**config.mk**
```make
export PLATFORM = sky130hd
export DESIGN_NAME = sdram_aref
export DESIGN_NICKNAME = d
export VERILOG_FILES = /design/src/rtl/sdram_pkg.sv /design/src/rtl/sdram_ref_timer.sv /design/src/rtl/sdram_aref.sv
export SDC_FILE = /design/constraint.sdc
export NUM_CORES = 1
export LEC_CHECK = 0
export BUFFER_PORTS_ARGS = -buffer_cell sky130_fd_sc_hd__buf_4
export CAP_MARGIN = 20
export CORE_MARGIN = 2
export CORE_UTILIZATION = 55
export CTS_CLUSTER_DIAMETER = 30
export DETAILED_ROUTE_END_ITERATION = 12
export PLACE_DENSITY = 0.9
export SLEW_MARGIN = 20
export SYNTH_ARGS = -nofsm -noshare
export SYNTH_HDL_FRONTEND = slang
export SYNTH_HIERARCHICAL = 1
export SYNTH_SLANG_ARGS = --single-unit
```
**constraint.sdc**
```tcl
create_clock -name clk -period 4.9 [get_ports clk]
set_input_delay 0.49 -clock clk [delete_from_list [all_inputs] [get_ports clk]]
set_output_delay 0.49 -clock clk [all_outputs]
set_load 0.02 [all_outputs]
```
**src/rtl/sdram_pkg.sv**
```systemverilog
// rtl/sdram_pkg.sv - shared SDRAM command encodings, timing counts and bus widths
package sdram_pkg;

  localparam int BANK_W = 2;
  localparam int ADDR_W = 13;
  localparam int CMD_W  = 4;

  // {CS_n, RAS_n, CAS_n, WE_n}
  localparam logic [CMD_W-1:0] CMD_NOP  = 4'b1000;
  localparam logic [CMD_W-1:0] CMD_PRE  = 4'b0010;
  localparam logic [CMD_W-1:0] CMD_AREF = 4'b0001;
  localparam logic [CMD_W-1:0] CMD_MRS  = 4'b0000;

  localparam int CNT_TRP_DEF  = 2;
  localparam int CNT_TRFC_DEF = 7;
  localparam int CNT_MRD_DEF  = 2;

  localparam logic [BANK_W-1:0] BANK_ALL = 2'b11;
  localparam logic [ADDR_W-1:0] ADDR_ALL = 13'h1fff;

  typedef enum logic [5:0] {
    IDLE      = 6'b000001,
    PRE_CHARG = 6'b000010,
    WAIT_TRP  = 6'b000100,
    AUTO_REF  = 6'b001000,
    WAIT_TRFC = 6'b010000,
    AREF_END  = 6'b100000
  } aref_state_t;

endpackage

```
**src/rtl/sdram_ref_timer.sv**
```systemverilog
// rtl/sdram_ref_timer.sv - refresh interval counter and sticky refresh request
module sdram_ref_timer #(
  parameter int CNT_REF = 749
) (
  input  logic clk,
  input  logic rst,
  input  logic init_end,
  input  logic grant,
  output logic aref_req
);

  localparam int CW = $clog2(CNT_REF + 1);

  logic [CW-1:0] cnt;
  logic          tc;

  assign tc = (cnt == CW'(CNT_REF));

  // A terminal count wins over a same-cycle grant so no refresh interval is lost.
  always_ff @(posedge clk or posedge rst) begin
    if (rst) begin
      cnt      <= '0;
      aref_req <= 1'b0;
    end else begin
      if (!init_end || tc)
        cnt <= '0;
      else
        cnt <= cnt + CW'(1);

      if (!init_end)
        aref_req <= 1'b0;
      else if (tc)
        aref_req <= 1'b1;
      else if (grant)
        aref_req <= 1'b0;
    end
  end

endmodule

```
**src/rtl/sdram_aref.sv**
```systemverilog
// rtl/sdram_aref.sv - periodic auto-refresh engine: PRECHARGE-ALL then AREF_NUM AUTO-REFRESH
module sdram_aref
  import sdram_pkg::*;
#(
  parameter int CNT_REF  = 749,
  parameter int CNT_TRP  = CNT_TRP_DEF,
  parameter int CNT_TRFC = CNT_TRFC_DEF,
  parameter int AREF_NUM = 2
) (
  input  logic        clk,
  input  logic        rst,
  input  logic        init_end,
  input  logic        aref_en,
  output logic        aref_req,
  output logic        aref_end,
  output logic [3:0]  aref_cmd,
  output logic [1:0]  aref_bank_addr,
  output logic [12:0] aref_addr
);

  aref_state_t state;
  logic [2:0]  wait_cnt;
  logic [2:0]  aref_cnt;
  logic        grant;

  assign grant          = (state == IDLE) && aref_req && aref_en;
  assign aref_end       = (state == AREF_END);
  assign aref_bank_addr = BANK_ALL;
  assign aref_addr      = ADDR_ALL;

  sdram_ref_timer #(.CNT_REF(CNT_REF)) u_timer (
    .clk      (clk),
    .rst      (rst),
    .init_end (init_end),
    .grant    (grant),
    .aref_req (aref_req)
  );

  // Wait counter only advances in the two wait states; everywhere else it idles at 0.
  always_ff @(posedge clk or posedge rst) begin
    if (rst) begin
      state    <= IDLE;
      wait_cnt <= 3'd0;
      aref_cnt <= 3'd0;
      aref_cmd <= CMD_NOP;
    end else begin
      aref_cmd <= CMD_NOP;
      wait_cnt <= 3'd0;
      case (state)
        IDLE: begin
          if (grant)
            state <= PRE_CHARG;
        end
        PRE_CHARG: begin
          aref_cmd <= CMD_PRE;
          state    <= WAIT_TRP;
        end
        WAIT_TRP: begin
          if (wait_cnt == 3'(CNT_TRP))
            state <= AUTO_REF;
          else
            wait_cnt <= wait_cnt + 3'd1;
        end
        AUTO_REF: begin
          aref_cmd <= CMD_AREF;
          state    <= WAIT_TRFC;
        end
        WAIT_TRFC: begin
          if (wait_cnt == 3'(CNT_TRFC)) begin
            aref_cnt <= aref_cnt + 3'd1;
            state    <= ((aref_cnt + 3'd1) == 3'(AREF_NUM)) ? AREF_END : AUTO_REF;
          end else begin
            wait_cnt <= wait_cnt + 3'd1;
          end
        end
        AREF_END: begin
          aref_cnt <= 3'd0;
          state    <= IDLE;
        end
        default: begin
          aref_cnt <= 3'd0;
          state    <= IDLE;
        end
      endcase
    end
  end

endmodule

```
==> results of run 1 <==
==> cell type report <==
class                      instances  area, um2
clock buffer                       3       22.5
sequential                        26        653
fill                             234       1150
inverter                          11       41.3
multi-input combinational        118        772
tap                               31       38.8
timing repair buffer               8       60.1
==> through the flow <==
| stage | power (mW) | setup slack (ns) | util | cells |
|---|---|---|---|---|
| after CTS | 0.377 | 2.65 | 0.581 | 197 |
| after global placement | 0.287 | 3.05 | 0.573 | 194 |
| final | 0.374 | 2.66 | 0.581 | 197 |
| after detailed placement | 0.289 | 2.98 | 0.573 | 194 |
| after global routing | 0.398 | 2.57 | 0.581 | 197 |
| after floorplan | 0.288 | 2.85 | - | 177 |
==> cell usage after synthesis, types with 2 or more instances <==
cell type	instances	area share
nor3b_1	2	0.0096
xor2_1	6	0.033
o21ai_0	8	0.026
nor4b_1	2	0.011
xnor2_1	2	0.011
dfstp_2	2	0.033
nand2_1	9	0.022
a21oi_1	3	0.0096
nor2b_1	3	0.012
o211ai_1	3	0.014
o22ai_1	2	0.0080
dfrtp_1	24	0.38
clkbuf_1	3	0.0072
nor2_1	14	0.033
ha_1	7	0.056
nor4_1	2	0.0080
nand3_1	8	0.026
nor3_1	2	0.0064
and4_1	2	0.011
buf_4	17	0.081
inv_1	11	0.026
conb_1	2	0.0048
and3_1	2	0.0080
nand4b_1	2	0.011
==> worst max path at each step <==
stage | endpoint | slack, ns
2_1_floorplan | aref_end | 2.85
3_3_place_gp | state[5] | 3.05
3_5_place_dp | aref_cnt[1] | 2.98
4_1_cts | aref_end | 2.65
5_1_grt | aref_end | 2.57
6_report | aref_end | 2.66
==> layer usage <==
| metal | up-vias | global-route usage | wire (um) |
|---|---|---|---|
| met5 | - | 0 | 0 |
| met4 | 0 | 0.0698 | 35 |
| met3 | 4 | 0.0340 | 89 |
| met2 | 22 | 0.297 | 1390 |
| met1 | 529 | 0.217 | 1120 |
| li1 | 544 | - | - |
==> worst max-delay path: stages (launching register included) <==
cell and delay (ns):
dfrtp_1 0.51, or4_4 0.56, nor3b_1 0.19, buf_4 0.17
==> power groups by stage <==
stage	combinational, mW	sequential, mW	clock [mW]
floorplan	0.0543	0.233	0
global placement	0.0509	0.236	0
detailed placement	0.0527	0.237	0
CTS	0.0531	0.233	0.0911
global route	0.0597	0.235	0.104
finish	0.0533	0.233	0.0876
==> sequential cells by signal (all words and copies together), names as in the netlist <==
| name | cells |
|---|---|
| u_timer/aref_req | 1 |
| u_timer/cnt | 10 |
| state | 6 |
| wait_cnt | 3 |
| aref_cnt | 3 |
| aref_cmd | 3 |
==> cells by family (layout without fill, tap and decap cells) <==
group / Yosys count / in the layout / synth area share
compound gates: 28 / 28 / 0.122
fa+ha+maj: 7 / 7 / 0.0558
xor+xnor: 8 / 8 / 0.0447
other cells: 2 / 16 / 0.00479
flops: 26 / 26 / 0.416
buf+inv: 33 / 22 / 0.125
simple gates: 59 / 59 / 0.231
==> metrics.md, run 1 <==
| Metric | Value |
|---|---|
| Status | `completed` |
| IO Pins | `25` |
| Tot GR Track Use | `0.175` |
| RSZ-0062 raised after global routing | `false` |
| Fin nets | `179` |
| Global-route wire length before repair | `4550 um` |
| # DRC | `0` |
| Worst Tran Pin Value | `0.638 ns` |
| Layout cells sized above 1 | `0.114` |
| Total gr overflow | `0` |
| Avg Cell Area, Syn | `9.63 um2` |
| Wire per inst | `13.4 um` |
| TritonCTS clock tree | `done` |
| Clk sinks | `26` |
| Max Cap Viol | `0` |
| H-Tree Depth | `1` |
| Pre-Repair DR Iteration Count | `4` |
| IO buf count | `8` |
| CTS Buf Count | `3` |
| Primary FF master, synth | `dfrtp_1` |
| Final min period | `2.24 ns` |
| Die Area | `3300 um2` |
| Most frequent cells in the layout | `24 x dfrtp_1, 16 x conb_1, 14 x nor2_1, 11 x inv_1, 9 x nand2_1` |
| Number of global-route vias before repair | `1,057` |
| Yosys warning count | `6` |
| Setup violators final | `0` |
| Leakage | `0.777 nW` |
| Clock transition at path regs | `0.13 ns` |
| Fmax | `0.447 GHz` |
| Seq/Total Area, Yosys | `0.416` |
| Area grow syn2layout | `1.20%` |
| Vias | `1,099` |
| Initial antenna violation count | `0` |
| Internal power | `269 uW` |
| Hold_ws | `0.154 ns` |
| Ratio of final minimum period to clock period | `0.457` |
| WL final | `2630 um` |
| Die W | `57.4 um` |
| CP Capture Type | `output port` |
| Final Hold Fails | `0` |
| Setup_tns | `0 ns` |
| FFs w/ async S/R, synth | `1.00` |
| Crit path DAT | `1.75 ns` |
| VDD IR max | `0.242 mV` |
| Worst reg2reg path depth | `4` |
| Most common cell after layout, fill and taps aside | `dfrtp_1` |
| R2R Path End | `aref_cnt[1]` |
| Crit path max fanout | `10` |
| Number of diodes | `0` |
| Worst r2r src | `state[2]` |
| Root Buffer | `clkbuf_4` |
| CP Data Required Time | `4.41 ns` |
| Worst Hold Class | `in -> async` |
| Reg2reg setup slack | `2.94 ns` |
| Routed Antenna Nets | `0` |
| Crit Path Class | `reg -> out` |
| Switching Share | `0.279` |
| Core ar. | `2730 um2` |
| Chip height | `57.4 um` |
| Switch Pwr | `104 uW` |
| Final Max Slew Viols | `0` |
| DP Wirelength | `1960 um` |
| FF+latch count, synth | `26` |
| Worst setup path start | `state[1]` |
| Syn Inst Count | `163` |
| Final instance area | `1590 um2` |
| Setup Skew | `0.00653 ns` |
| GP Congestion | `0.839` |
| Synthesized cell area | `1570 um2` |
| CTS Buffer Depth | `2` |
| Worst slew margin | `0.571` |
| Clk Latency, worst-skew pair | `0.31 ns` |
| Post-synth cell types | `49` |
| Cell row count | `19` |
| Starting Density | `0.574` |
| Gate power share | `0.143` |
| Sequential share of power | `0.623` |
| Post-synth EDFFs | `0` |
| Vias per inst | `5.58` |
| Clk pwr share | `0.234` |
| Largest net degree at the start of global routing | `16` |
| Post-cts sizing count | `0` |
| PwrDens | `235 nW/um2` |
| Initial detailed-routing violation count | `47` |
| Cts hold-fix bufs | `0` |
| Post-DP Area | `1570 um2` |
| Post-CTS Setup Bufs | `0` |
| Crit path launch type | `register` |
(Power assumes the default switching activity.)
==> run 2, diff against run 1 <==
Settings changed: CORE_UTILIZATION 55 to 50, PLACE_DENSITY 0.9 to 0.87.
Clock period 4.9 ns to 2 ns, I/O delays scaled along.
==> run 2 against run 1 <==
Design area grew 5.9%. Worst setup slack lost 2.6 ns. Power grew to 2.9 times the previous value. Routed wire length grew 0.91%. Sequential power grew 140%. Clock power grew to 4.2 times the previous value. Critical path type unchanged.
==> metrics.md, run 2 (synthesis gave the netlist of run 1 again) <==
| Metric | Value |
|---|---|
| Status | `completed` |
| Largest registers | `u_timer/cnt: 10 flops, state: 6 flops` |
| Fin util | `0.555` |
| R2R Path End | `state[5]` |
| Slowest CP cell | `or4_4` |
| Wire per inst | `12.2 um` |
| Sequential Area | `653 um2` |
| Hold_ws | `0.143 ns` |
| Final min period | `1.91 ns` |
| Switching Share | `0.258` |
| Sequential share of power | `0.534` |
| Crit Path Class | `reg -> out` |
| Initial antenna violation count | `0` |
| IO Pins | `25` |
| Reg2reg setup slack | `0.19 ns` |
| Internal power | `793 uW` |
| Routed Antenna Nets | `0` |
| Worst Hold Class | `in -> reg` |
| Crit path DAT | `1.71 ns` |
| Crit-path leading delay family | `simple AND/OR/NAND/NOR gates` |
| Area of the multi-input gates | `772 um2` |
| Most frequent cells in the layout | `24 x dfrtp_1, 16 x conb_1, 14 x nor2_1, 13 x buf_4, 11 x inv_1` |
| Final Max Slew Viols | `0` |
| Root Buffer | `clkbuf_4` |
| Leakage | `0.821 nW` |
| PwrDens | `635 nW/um2` |
| Final setup margin | `0.0935 ns` |
| Crit path depth | `3` |
| GP Congestion | `0.797` |
| Global-route wire length before repair | `4530 um` |
| RSZ-0062 raised after global routing | `false` |
| Delay of the slowest cell on the worst path | `0.55 ns` |
| Starting Density | `0.518` |
| CTS Buf Count | `3` |
| Gate power share | `0.122` |
| Fin nets | `185` |
| Setup Skew | `0.0155 ns` |
| Crit-path cells | `or4_4 > nor3b_1 > buf_4` |
| Clock transition at path regs | `0.15 ns` |
| Ratio of final minimum period to clock period | `0.953` |
| Final instance area | `1680 um2` |
| CTS Buffer Depth | `2` |
| WL final | `2660 um` |
| Setup_tns | `0 ns` |
| Clk sinks | `26` |
| IO buf count | `8` |
| Setup violators final | `0` |
| Fill cells | `281` |
| Vias | `1,122` |
| Reg with most FFs | `u_timer/cnt` |
| Switch Pwr | `275 uW` |
| Worst reg2reg path depth | `4` |
| DP Worst Slack | `0.211 ns` |
| Clk Latency, worst-skew pair | `0.34 ns` |
| Most common cell after layout, fill and taps aside | `dfrtp_1` |
| Worst slew margin | `0.630` |
| VDD IR max | `0.515 mV` |
| # DRC | `0` |
| Tot GR Track Use | `0.166` |
| Worst Tran Pin Value | `0.555 ns` |
| Layout cells sized above 1 | `0.145` |
| Post-DP Area | `1620 um2` |
| Area grow syn2layout | `7.18%` |
| Max reg flops | `10` |
| Hold endpoint | `u_timer/aref_req` |
| Pwr Total | `1.07 mW` |
| Core ar. | `3030 um2` |
| DP Wirelength | `1920 um` |
| Chip height | `60.0 um` |
| Number of diodes | `0` |
| Post-cts sizing count | `0` |
| Worst path bufs/invs | `1` |
| Max Cap Viol | `0` |
| Final Hold Fails | `0` |
| Vias per inst | `5.17` |
| Die Area | `3600 um2` |
| Total gr overflow | `0` |
| Worst r2r src | `state[3]` |
| Pre-Repair DR Iteration Count | `4` |
| Hold wc startpoint | `init_end` |
| Initial detailed-routing violation count | `35` |
| Cell row count | `20` |
| DP Cell Count | `212` |
| Die W | `60.0 um` |
| Number of global-route vias before repair | `1,039` |
| Fmax | `0.525 GHz` |
| Clk pwr share | `0.345` |
| Largest net degree at the start of global routing | `16` |
| TritonCTS clock tree | `done` |
| Hold Path Depth | `2` |
| Crit path max fanout | `3` |
| CP Data Required Time | `1.80 ns` |
| Non-Filler Instances | `217` |
| H-Tree Depth | `1` |
| Crit path launch type | `register` |
| CP Capture Type | `output port` |
-- run 2: per-layer routing --
layer | global-route usage | share of wire | routed length, um
met5 | 0 | 0 | 0
met4 | 0.0571 | 0.014 | 36
met3 | 0.0390 | 0.035 | 92
met2 | 0.276 | 0.49 | 1300
met1 | 0.212 | 0.46 | 1230
-- run 2: cell type report --
type	count	area share
clock buffers	3	0.0134
clock inverters	1	0.0179
inverters	11	0.0246
multi-input cells	118	0.459
flip-flops and latches	26	0.388
well taps	44	0.0327
repair buffers	14	0.0640
-- run 2: power groups by stage --
stage / Clock (mW) / Combinational, mW / Sequential, mW
2_1_floorplan: 0 / 0.133 / 0.572
3_3_place_gp: 0 / 0.126 / 0.578
3_5_place_dp: 0 / 0.128 / 0.580
4_1_cts: 0.375 / 0.130 / 0.570
5_1_grt: 0.389 / 0.147 / 0.575
6_report: 0.368 / 0.130 / 0.570
-- run 2: how the worst max path moves through the flow --
stage,slack [ns],start,end
floorplan,0.17,state[3],state[5]
global placement,0.26,state[3],state[5]
detailed placement,0.21,state[3],state[5]
CTS,0.09,state[3],aref_end
global route,0.01,state[3],aref_end
finish,0.09,state[3],aref_end
-- run 2: repair_timing --
item,4_1_cts,5_1_grt
hold buffers,1,0
setup buffers,0,0
hold endpoints to repair,24,0
setup endpoints to repair,0,0
==> run 3, diff against run 2 <==
Settings changed: CORE_ASPECT_RATIO from default to 0.7.
==> run 3 against run 2 <==
Count of clock-buffer cells in the layout is 1 higher. Largest cell class unchanged. Critical path depth is 1 higher. Sequential share of layout area is 0.17 points higher. Hold slack improved by 0.077 ns. Via count rose by 6.0%. Utilization increased by 2.5 points. Critical path type is now reg -> reg. Routed wire length increased by 13%. Critical endpoint is now state[5]. Non-clock buffer count unchanged. Power is 1.7% lower. Maximum frequency rose by 6.1%. Clock power fell by 7.3%. Largest power group unchanged. Design area shrank 0.45%.
==> metrics.md, run 3 (synthesis gave the netlist of run 1 again) <==
| Metric | Value |
|---|---|
| Die Area | `3610 um2` |
| Total gr overflow | `0` |
| Fmax | `0.557 GHz` |
| CTS Buffer Depth | `2` |
| Clk Latency, worst-skew pair | `0.27 ns` |
| Chip height | `50.9 um` |
| CP Capture Type | `register` |
| Fin nets | `185` |
| Most frequent cells in the layout | `24 x dfrtp_1, 16 x conb_1, 14 x nor2_1, 13 x buf_4, 11 x inv_1` |
| Vias | `1,189` |
| Final min period | `1.80 ns` |
| RSZ-0062 raised after global routing | `false` |
| Area grow syn2layout | `6.70%` |
| Post-CTS Setup Bufs | `0` |
| Clk sinks | `26` |
| GP Congestion | `0.847` |
| PwrDens | `627 nW/um2` |
| Vias per inst | `5.69` |
| Wire per inst | `14.3 um` |
| Crit Path Class | `reg -> reg` |
| Largest net degree at the start of global routing | `16` |
| Worst slew margin | `0.626` |
| Largest registers | `u_timer/cnt: 10 flops, state: 6 flops` |
| VDD IR max | `0.323 mV` |
| Worst Hold Class | `in -> reg` |
| Root Buffer | `clkbuf_8` |
| Initial antenna violation count | `0` |
| Setup violators final | `0` |
| DP Worst Slack | `0.229 ns` |
| Starting Density | `0.544` |
| Layout cells sized above 1 | `0.145` |
| Ratio of final minimum period to clock period | `0.898` |
| Leakage | `0.822 nW` |
| IO Pins | `25` |
| Status | `completed` |
| Initial detailed-routing violation count | `121` |
| Fill cells | `238` |
| H-Tree Depth | `1` |
| Final Hold Fails | `0` |
| Clock transition at path regs | `0.09 ns` |
| Pre-Repair DR Iteration Count | `4` |
| Max Cap Viol | `0` |
| Setup Skew | `0.00658 ns` |
| Cell row count | `16` |
| Crit path DAT | `1.96 ns` |
| Setup_tns | `0 ns` |
| TritonCTS clock tree | `done` |
| IO buf count | `8` |
| Global-route wire length before repair | `5240 um` |
| WL final | `2990 um` |
| Number of diodes | `0` |
| Core ar. | `2880 um2` |
| Number of global-route vias before repair | `1,164` |
| Routed Antenna Nets | `0` |
| CP Data Required Time | `2.16 ns` |
| Most common cell after layout, fill and taps aside | `dfrtp_1` |
| Crit path max fanout | `4` |
| Die W | `71.0 um` |
| Crit path launch type | `register` |
| Max reg flops | `10` |
| DP Wirelength | `2230 um` |
| # DRC | `0` |
| Worst Tran Pin Value | `0.561 ns` |
| Final setup margin | `0.204 ns` |
| Reg with most FFs | `u_timer/cnt` |
| Final Max Slew Viols | `0` |
| CTS Buf Count | `3` |
| Tot GR Track Use | `0.186` |
==> run 3: cell count changes in the layout (fill, tap and decap cells not counted), sizes merged <==
cell	delta
bufinv	-1
clkbuf	+1
==> run 3: path summary, 6_finish.rpt <==
| path | from | endpoint | slack, ns | cells past startpoint |
|---|---|---|---|---|
| setup / recovery | state[3] | state[5] | 0.20 | 4 |
| min in group asynchronous | rst | u_timer/cnt[6] | 0.48 | 3 |
| hold reg to reg | wait_cnt[0] | wait_cnt[0] | 0.46 | 1 |
| setup reg to reg | state[3] | state[5] | 0.20 | 4 |
| max in group asynchronous | rst | aref_cmd[3] | 1.08 | 3 |
| hold / removal | init_end | u_timer/aref_req | 0.22 | 2 |
==> run 3: final cells by class <==
| class | instances | area (um2) | share of cell area |
|---|---|---|---|
| Clock buffer | 4 | 55.1 | 0.0329 |
| Inverter | 11 | 41.3 | 0.0247 |
| Sequential cell | 26 | 653 | 0.390 |
| Tap cell | 36 | 45.0 | 0.0269 |
| Multi-Input combinational cell | 118 | 772 | 0.461 |
| Timing Repair Buffer | 14 | 108 | 0.0643 |
==> run 3: where the power goes <==
group | leakage (nW) | internal, mW | switching (mW)
clock network | 0.0288 | 0.176 | 0.165
logic | 0.440 | 0.0463 | 0.0902
registers | 0.353 | 0.544 | 0.0290
total | 0.822 | 0.766 | 0.284
==> run 3: critical path, stage by stage, from the launching register on <==
cell and delay (ns):
dfrtp_1 0.39, or4_4 0.55, or4b_4 0.53, o211ai_1 0.14, nor3_1 0.08
==> run 3: through the flow <==
stage	instance area [um2]	utilization	instances	hold WS [ns]	total power, mW
after floorplan	1620	-	177	0.0524	0.705
after global placement	1610	0.558	204	0.230	0.704
after detailed placement	1610	0.558	204	0.240	0.713
after CTS	1670	0.581	209	0.218	1.05
after global routing	1670	0.581	209	0.223	1.09
final	1670	0.581	209	0.220	1.05
==> run 3: repair_timing <==
item                                   4_1_cts  5_1_grt
hold buffers                                 1        0
endpoints found under the hold margin       11        0
resized for setup                            0        0
==> run 3: routing by layer <==
| metal | routed length (um) | up-vias | GRT usage |
|---|---|---|---|
| met5 | 0 | - | 0 |
| met4 | 73 | 0 | 0.0755 |
| met3 | 198 | 8 | 0.0434 |
| met2 | 1390 | 60 | 0.312 |
| met1 | 1330 | 567 | 0.235 |
| li1 | - | 554 | - |
